[src/rtl/serial_addsub.sv]
// Bit-serial adder/subtractor, LSB first, one operand bit per clock.
// Produces {carry_out, result} plus a signed-overflow flag after WIDTH shift cycles.
module serial_addsub #(
    parameter int unsigned WIDTH = 4
) (
    input  logic             clk,
    input  logic             reset,
    input  logic             start,
    input  logic             sub,
    input  logic [WIDTH-1:0] a,
    input  logic [WIDTH-1:0] b,
    output logic             busy,
    output logic             done,
    output logic [WIDTH:0]   sum,
    output logic             overflow
);

    localparam int unsigned CW = (WIDTH > 2) ? $clog2(WIDTH) : 1;

    typedef enum logic [1:0] {
        IDLE  = 2'd0,
        SHIFT = 2'd1,
        DONE  = 2'd2
    } state_t;

    state_t          state;
    state_t          state_next;
    logic [WIDTH-1:0] sh_a;
    logic [WIDTH-1:0] sh_b;
    logic [WIDTH-1:0] res;
    logic            carry;
    logic [CW-1:0]   cnt;

    logic            accept;
    logic            last;
    logic            bit_s;
    logic            carry_next;

    // State register
    always_ff @(posedge clk or posedge reset) begin
        if (reset) begin
            state <= IDLE;
        end else begin
            state <= state_next;
        end
    end

    // Next-state logic; start is ignored while shifting
    always_comb begin
        state_next = state;
        unique case (state)
            IDLE:    if (start) state_next = SHIFT;
            SHIFT:   if (cnt == CW'(WIDTH - 1)) state_next = DONE;
            DONE:    if (start) state_next = SHIFT;
            default: state_next = IDLE;
        endcase
    end

    // Control strobes and full-adder slice
    always_comb begin
        accept     = 1'b0;
        last       = 1'b0;
        bit_s      = 1'b0;
        carry_next = 1'b0;
        accept     = start && (state != SHIFT);
        last       = (state == SHIFT) && (cnt == CW'(WIDTH - 1));
        bit_s      = sh_a[0] ^ sh_b[0] ^ carry;
        carry_next = (sh_a[0] & sh_b[0]) | (sh_a[0] & carry) | (sh_b[0] & carry);
    end

    // Datapath: operand shifters, carry, counter and registered outputs
    always_ff @(posedge clk or posedge reset) begin
        if (reset) begin
            sh_a     <= '0;
            sh_b     <= '0;
            res      <= '0;
            carry    <= 1'b0;
            cnt      <= '0;
            busy     <= 1'b0;
            done     <= 1'b0;
            sum      <= '0;
            overflow <= 1'b0;
        end else if (accept) begin
            // Subtract is a + ~b + 1: invert B and seed the carry with sub
            sh_a  <= a;
            sh_b  <= b ^ {WIDTH{sub}};
            res   <= '0;
            carry <= sub;
            cnt   <= '0;
            busy  <= 1'b1;
            done  <= 1'b0;
        end else if (state == SHIFT) begin
            sh_a  <= {1'b0, sh_a[WIDTH-1:1]};
            sh_b  <= {1'b0, sh_b[WIDTH-1:1]};
            res   <= {bit_s, res[WIDTH-1:1]};
            carry <= carry_next;
            cnt   <= cnt + CW'(1);
            if (last) begin
                // carry still holds the carry into the MSB at this edge
                sum      <= {carry_next, bit_s, res[WIDTH-1:1]};
                overflow <= carry ^ carry_next;
                busy     <= 1'b0;
                done     <= 1'b1;
            end
        end
    end

endmodule

[config.mk]
export PLATFORM = sky130hd
export DESIGN_NAME = serial_addsub
export DESIGN_NICKNAME = d
export VERILOG_FILES = /design/src/rtl/serial_addsub.sv
export SDC_FILE = /design/constraint.sdc
export NUM_CORES = 1
export LEC_CHECK = 0
export BUFFER_PORTS_ARGS = -buffer_cell sky130_fd_sc_hd__buf_4
export CORE_UTILIZATION = 50
export DETAILED_ROUTE_END_ITERATION = 6
export PLACE_DENSITY = 0.71
export SLEW_MARGIN = 20
export SYNTH_ARGS = -nofsm -noshare
export SYNTH_HDL_FRONTEND = slang
export SYNTH_SLANG_ARGS = --single-unit
[constraint.sdc]
create_clock -name clk -period 1.43 [get_ports clk]
set_input_delay 0.2145 -clock clk [delete_from_list [all_inputs] [get_ports clk]]
set_output_delay 0.2145 -clock clk [all_outputs]
set_load 0.01 [all_outputs]
After elaboration in Yosys (flattened, before gate mapping)
Index checks and enable logic that the tools add are counted.

storage, ports and cells
  bits of input ports = 12
  bits in registers = 25
  memories = 0
  RAM bits = 0
  bits in read-only memories = 0
  bits in latches = 0

operators by class
  magnitude comparators = 0
  div/mod/pow operators = 0
  reductions and logical operators = 9
  bitwise gates (word level) = 10
  multiplexer cells = 19
  multipliers = 0
  shifts and indexed selects = 0
  $add $sub $neg = 1
  equal/unequal tests = 6

operators by type and width
  operator             number
  $mux 4               6
  $mux 1               8
  $mux 2               4
  $ne 2x1->1 const B   3
  $eq 2x2->1 const B   2
  $pmux 2 s2           1
  $reduce_and 2->1     2
  $reduce_bool 2->1    2
  $xor 4x4->4          1
  $and 1x1->1          3
  $reduce_and 3->1     1
  $xor 1x1->1          3
  $add 2x1->2 const B  1
  $eq 2x1->1 const B   1
  $logic_and 1x1->1    2
  $logic_not 2->1      1
  $or 1x1->1           2
  $reduce_or 2->1      1
  $not 1->1            1

Logic depth before layout (Yosys ltp)
Gate-level depths: netlist (run 1).

  depth after elaboration = 5
  gate-level depth with buffers = 4
  mapped depth without buffers = 4

Worst setup path before layout (run 1)
Ideal clock, no wire load.

  kind = register to register
  from = register sh_a[0]
  to = register sum[3]
  stages on the path, launching flop included = 3
  arrival = 1.114 ns
  required time = 1.305 ns
  setup time = 0.125 ns
  setup slack = 0.191 ns
  path through = dfrtp_1 fa_1 mux2_2

on the way
  longest elaborated chain between the ends = 2

ends and longest elaborated chain
  element                    line  source
  start, declared            28    logic [WIDTH-1:0] sh_a;
  start signal, assigned     93    sh_a <= {1'b0, sh_a[WIDTH-1:1]};
  $xor 1x1->1 (2 in series)  67    bit_s = sh_a[0] ^ sh_b[0] ^ carry;
  via bit_s                  36    logic bit_s;
  end signal, assigned       100   sum <= {carry_next, bit_s, res[WIDTH-1:1]};
  end, declared              14    output logic [WIDTH:0] sum,

The timed path passes the listed nets, and every way through them passes these cells.
A chain may end at the register's enable or synchronous reset.

Worst setup path in the final report (run 1)
Same ends and word-level chain as after synthesis.

==> flow_summary.yaml, run 1 <==
status:
  run_status: "finished clean"
timing:
  final-setup-viol-count: 0
  whs_ns: 0.150
  finalHoldViolations: 0
  finalCritPeriodShare_pct: 90.3
  max-slew-margin-rel_pct: 80.3
  tns_ns: 0
  postLayoutSetupSlackWorst_ns: 0.139
  setup_repair_after_global_routing_missed_its_margin: "false"
  period_needed_ns: 1.29
  timing_max_transition_violations_final: 0
  clock-skew-final_ns: 0.00173
  worst_pin_slew_ns: 0.295
  fmax_ghz: 0.774
drt:
  initialDrtViolationCount: 4
  postRouteAntennaNets: 0
  routed_wire_length_per_instance_um: 12.5
  drt_drc_violations_left: 0
  drt-vias-per-instance: 5.18
  route.final.wire_length_mm: 1.75
  via_count: 725
  drt_pass1_iterations: 3
critical_path:
  critPathLaunchType: "register"
  crit_path_top_delay_cell: "sky130_fd_sc_hd__fa_1"
  critical_path.endpoint_type: "register"
  worst_ep_required_time_ns: 1.63
  crit_buf_inv: 0
  crit_arrival_ns: 1.49
  timing.setup.critical_path_class: "register to register"
  cp_top_family: "adder cells"
  max_stage_delay_ns: 0.50
  critical_path_peak_fanout: 2
  critical_path.cell_chain: "fa_1 > mux2_2"
floorplan:
  num_io_pins: 20
  die_area_um2: 2340
  design.core.area_um2: 2000
  chip_width_um: 48.4
  initial_utilization_pct: 53.8
  floorplan.die.height_um: 48.4
  placementRows: 16
clocking:
  htreeDepth: 1
  clockRootBuffer: "sky130_fd_sc_hd__clkbuf_4"
  tritoncts_num_sinks: 24
  numCtsBuffers: 3
  ctsLongestPathBuffers: 2
  cts_tree: "built"
  clkTransAtPathRegs_ns: 0.12
  insertion_delay_ns: 0.30
cells_and_area:
  multiInputGateArea_um2: 429
  n_antenna_cell: 0
  fillerInstances: 179
  share_of_layout_cells_above_drive_strength_1_pct: 26.5
  layout-area-overhead-vs-synth_pct: 16.5
  sequential_cell_area_um2: 601
  nNetsFinal: 129
synthesis:
  yosys_warnings: 0
  syn-num-nets: 107
  synth.avg_cell_area_um2: 11.6
  post_synth_num_cell_types: 20
  synthesis.instances: 93
  synthesis.area_um2: 1080
  seq_total_area_yosys_pct: 55.8
  number_of_synthesized_register_bits: 24
place:
  gp_congestion: 0.718
  numPortBuffers: 19
  dp_worst_setup_slack_ns: 0.153
  dpl_hpwl_mm: 1.27
power:
  powerDensity_nw_per_um2: 1890
  leakage_nw: 0.624
  power_mw: 2.37
  ir_worst_vdd_uv: 843
global_route:
  global_route.overflow_total: 0
  via_count_of_the_first_global_routing_pass: 733
  grt.total_usage_pct: 17.6
  initial_antenna_violation_count: 0
  grt_pass1_wl_mm: 3.15
  grt_max_degree: 26
flow_run:
  drv_cap: 0
hold_path:
  holdCritPathClass: "input pin to register"
## cell usage in the layout, fill, tap and decap left out
master	netlist	final
sky130_fd_sc_hd__a21oi_1	3	3
sky130_fd_sc_hd__and2b_4	1	1
sky130_fd_sc_hd__buf_4	0	20
sky130_fd_sc_hd__clkbuf_4	0	3
sky130_fd_sc_hd__dfrtp_1	24	24
sky130_fd_sc_hd__dlygate4sd3_1	0	1
sky130_fd_sc_hd__fa_1	1	1
sky130_fd_sc_hd__ha_1	1	1
sky130_fd_sc_hd__inv_1	2	2
sky130_fd_sc_hd__mux2_2	5	5
sky130_fd_sc_hd__mux2i_1	8	8
sky130_fd_sc_hd__nand2_1	17	17
sky130_fd_sc_hd__nand2b_1	2	2
sky130_fd_sc_hd__nand3_1	1	1
sky130_fd_sc_hd__nand3b_4	1	1
sky130_fd_sc_hd__nor2_1	1	1
sky130_fd_sc_hd__o21ai_0	15	15
sky130_fd_sc_hd__o21ai_1	1	1
sky130_fd_sc_hd__o22ai_1	1	1
sky130_fd_sc_hd__xnor2_1	2	2
sky130_fd_sc_hd__xor2_1	3	3
## sequential cells by signal (all words and copies together) (netlist names)
signal	flops
overflow	1
done	1
sh_b	4
res	3
busy	1
sum	5
sh_a	4
cnt	2
state	2
carry	1
## per-layer routing
| metal | GRT usage [%] | routed length, um |
|---|---|---|
| met5 | 0 | 0 |
| met4 | 5.88 | 10 |
| met3 | 2.83 | 57 |
| met2 | 29.8 | 890 |
| met1 | 23.2 | 795 |
## final timing paths
kind | startpoint | cells after the start | slack, ns | endpoint
setup / recovery | sh_a[0] | 2 | 0.14 | sum[3]
hold / removal | a[3] | 3 | 0.15 | sh_a[3]
setup reg to reg | sh_a[0] | 2 | 0.14 | sum[3]
hold reg to reg | sh_a[1] | 2 | 0.50 | sh_a[0]
max in group asynchronous | reset | 4 | 0.71 | state[1]
min in group asynchronous | reset | 4 | 0.49 | sum[3]
## stage by stage
step | cells | util [%] | cell area [um^2]
after global placement | 136 | 61.0 | 1220
after detailed placement | 136 | 61.0 | 1220
after global routing | 140 | 62.6 | 1250
final | 140 | 62.6 | 1250
after floorplan | 93 | - | 1080
after CTS | 140 | 62.6 | 1250
## synth_stat cells
library cell,number,area [um^2]
sky130_fd_sc_hd__buf_6,3,33.8
sky130_fd_sc_hd__nand2b_1,2,12.5
sky130_fd_sc_hd__o22ai_1,1,6.26
sky130_fd_sc_hd__a21oi_1,3,15.0
sky130_fd_sc_hd__nand2_1,17,63.8
sky130_fd_sc_hd__dfrtp_1,24,601
sky130_fd_sc_hd__fa_1,1,20.0
sky130_fd_sc_hd__mux2i_1,8,80.1
sky130_fd_sc_hd__nand3b_4,1,20.0
sky130_fd_sc_hd__buf_2,1,5.00
sky130_fd_sc_hd__nor2_1,1,3.75
sky130_fd_sc_hd__inv_1,2,7.51
sky130_fd_sc_hd__and2b_4,1,10.0
sky130_fd_sc_hd__nand3_1,1,5.00
sky130_fd_sc_hd__xnor2_1,2,17.5
sky130_fd_sc_hd__xor2_1,3,26.3
sky130_fd_sc_hd__mux2_2,5,56.3
sky130_fd_sc_hd__o21ai_0,15,75.1
sky130_fd_sc_hd__ha_1,1,12.5
sky130_fd_sc_hd__o21ai_1,1,5.00
## final cells by class
| class | instances | area share, % |
|---|---|---|
| Inverter | 2 | 0.599 |
| Clock buffer | 3 | 1.80 |
| Timing Repair Buffer | 21 | 12.8 |
| Sequential cell | 24 | 47.9 |
| Tap cell | 27 | 2.69 |
| Multi-Input combinational cell | 63 | 34.2 |
## power breakdown
part | leakage (nW) | switching (mW) | total, mW | internal, mW
Combinational | 0.306 | 0.474 | 0.933 | 0.459
Clock | 0.0138 | 0.185 | 0.283 | 0.0983
Sequential | 0.305 | 0.186 | 1.16 | 0.971
Total | 0.624 | 0.845 | 2.37 | 1.53
## repair_timing
item | in CTS | in global routing
endpoints found under the hold margin | 24 | 0
buffers inserted | 0 | 0
hold buffers | 1 | 0
gates resized for setup | 0 | 0
## kinds of logic (layout without fill, tap and decap cells)
kind of cell	count (synthesis)	after routing	synth area share [%]
AND/OR/NAND/NOR	23	23	10.7
XOR/XNOR	5	5	4.07
AO/OA/AOI/OAI	20	20	9.42
adder cells (fa/ha/maj)	2	2	3.02
buffers and inverters	6	26	4.30
flip-flops	24	24	55.8
multiplexers	13	13	12.7
## worst register-to-register path, cell delays in order, from the launching register on
cell and delay (ns):
sky130_fd_sc_hd__dfrtp_1 0.42, sky130_fd_sc_hd__fa_1 0.50, sky130_fd_sc_hd__mux2_2 0.27
(Power assumes the default switching activity.)
==> inputs of run 2 (changes only) <==
--- a/config.mk
+++ b/config.mk
@@ -6,6 +6,7 @@
 export NUM_CORES = 1
 export LEC_CHECK = 0
 export BUFFER_PORTS_ARGS = -buffer_cell sky130_fd_sc_hd__buf_4
+export CORE_ASPECT_RATIO = 1.4
 export CORE_UTILIZATION = 50
 export DETAILED_ROUTE_END_ITERATION = 6
 export PLACE_DENSITY = 0.71
==> flow_summary.yaml, run 2 (same netlist as run 1, synthesis figures left out) <==
critical_path:
  rr_worst_depth: 2
  critPathLaunchType: "register"
  critical_path.endpoint_type: "register"
  critical_path_peak_fanout: 2
  crit_arrival_ns: 1.50
  worst_ep_required_time_ns: 1.64
  timing.setup.critical_path_class: "register to register"
clocking:
  post_cts_resized: 0
  tritoncts_num_sinks: 24
  clkTransAtPathRegs_ns: 0.13
  insertion_delay_ns: 0.31
  post_cts_repair_timing_setup_buffer_count: 0
  cts_tree: "built"
  ctsLongestPathBuffers: 2
  hold_fix_buffers_at_cts: 1
  clockRootBuffer: "sky130_fd_sc_hd__clkbuf_4"
  numCtsBuffers: 3
  htreeDepth: 1
floorplan:
  design.core.area_um2: 2000
  die_area_um2: 2340
  placementRows: 19
  floorplan.die.height_um: 56.9
  initial_utilization_pct: 53.9
  chip_width_um: 41.2
  num_io_pins: 20
place:
  gp_congestion: 0.690
  dpl_hpwl_mm: 1.25
  numPortBuffers: 19
timing:
  max-slew-margin-rel_pct: 80.2
  period_needed_ns: 1.29
  whs_ns: 0.154
  worst_pin_slew_ns: 0.297
  finalHoldViolations: 0
  final-setup-viol-count: 0
  timing_max_transition_violations_final: 0
  finalCritPeriodShare_pct: 90.2
  setup_repair_after_global_routing_missed_its_margin: "false"
  fmax_ghz: 0.775
  clock-skew-final_ns: 0.00658
  tns_ns: 0
power:
  p_int_mw: 1.59
  ir_worst_vdd_uv: 1210
  leakage_nw: 0.631
  power_frac_comb_pct: 38.1
  powerDensity_nw_per_um2: 1950
  power_mw: 2.45
  clock_power_share_pct: 14.4
  power_share_of_the_sequential_group_pct: 47.5
  switchingPower_uw: 866
  power.share.switching_pct: 35.3
drt:
  routed_wire_length_per_instance_um: 12.8
  drt_drc_violations_left: 0
  route.final.wire_length_mm: 1.73
  via_count: 721
  drt_pass1_iterations: 3
  postRouteAntennaNets: 0
  drt-vias-per-instance: 5.34
  initialDrtViolationCount: 22
cells_and_area:
  layout-area-overhead-vs-synth_pct: 17.1
  layout.core_utilization_pct: 63.1
  largest_register: "sum"
  nNetsFinal: 129
  largest_reg_flops: 5
  share_of_layout_cells_above_drive_strength_1_pct: 27.2
  n_antenna_cell: 0
  layout.cells.most_common: "sky130_fd_sc_hd__dfrtp_1"
  final_cell_mix: "sky130_fd_sc_hd__dfrtp_1, sky130_fd_sc_hd__buf_4, sky130_fd_sc_hd__nand2_1, sky130_fd_sc_hd__o21ai_0, sky130_fd_sc_hd__mux2i_1"
  reg.largest.list: "sum x5, sh_a x4, sh_b x4"
global_route:
  grt_max_degree: 26
  grt.total_usage_pct: 17.3
  grt_pass1_wl_mm: 2.83
  initial_antenna_violation_count: 0
  via_count_of_the_first_global_routing_pass: 689
  global_route.overflow_total: 0
hold_path:
  holdCritPathClass: "input pin to register"
  worst_hold_path.num_cells: 3
status:
  run_status: "finished clean"
flow_run:
  drv_cap: 0
run 2: worst paths after layout:
check | slack (ns) | to | startpoint
worst max-delay path | 0.14 | sum[3] | sh_a[0]
worst min-delay path | 0.15 | sh_a[3] | a[3]
worst max register to register | 0.14 | sum[3] | sh_a[0]
worst min register to register | 0.49 | sh_b[1] | sh_b[2]
max in group asynchronous | 0.71 | cnt[0] | reset
min in group asynchronous | 0.49 | sum[3] | reset
run 2: cell type report:
type	count	area (um^2)
Fill cell	175	737
Sequential cell	24	601
Multi-Input combinational cell	63	429
Timing Repair Buffer	21	160
Clock buffer	4	36.3
Tap cell	21	26.3
Inverter	2	7.51
run 2: per-layer routing:
layer  wire length [um]  global-route usage (%)
met1                780                    22.4
met2                885                    27.9
met3                 48                    2.37
met4                 16                    6.91
met5                  0                       0
run 2: worst max-delay path, stage by stage, from the launching register on:
cell                      delay [ns]
sky130_fd_sc_hd__dfrtp_1        0.42
sky130_fd_sc_hd__fa_1           0.50
sky130_fd_sc_hd__mux2_2         0.27
run 2: per-stage QoR:
stage	instances	instance area, um^2	setup slack, ns
6_report	135	1260	0.140
3_5_place_dp	130	1210	0.159
3_3_place_gp	130	1210	0.181
5_1_grt	135	1260	0.0874
4_1_cts	135	1260	0.139
2_1_floorplan	93	1080	0.191
run 2: power by group through the flow:
stage	registers (mW)	logic (mW)	clock network [mW]
4_1_cts	1.17	0.949	0.356
5_1_grt	1.21	1.07	0.390
3_3_place_gp	1.16	0.911	0
2_1_floorplan	1.19	0.674	0
3_5_place_dp	1.18	0.943	0
6_report	1.16	0.935	0.353
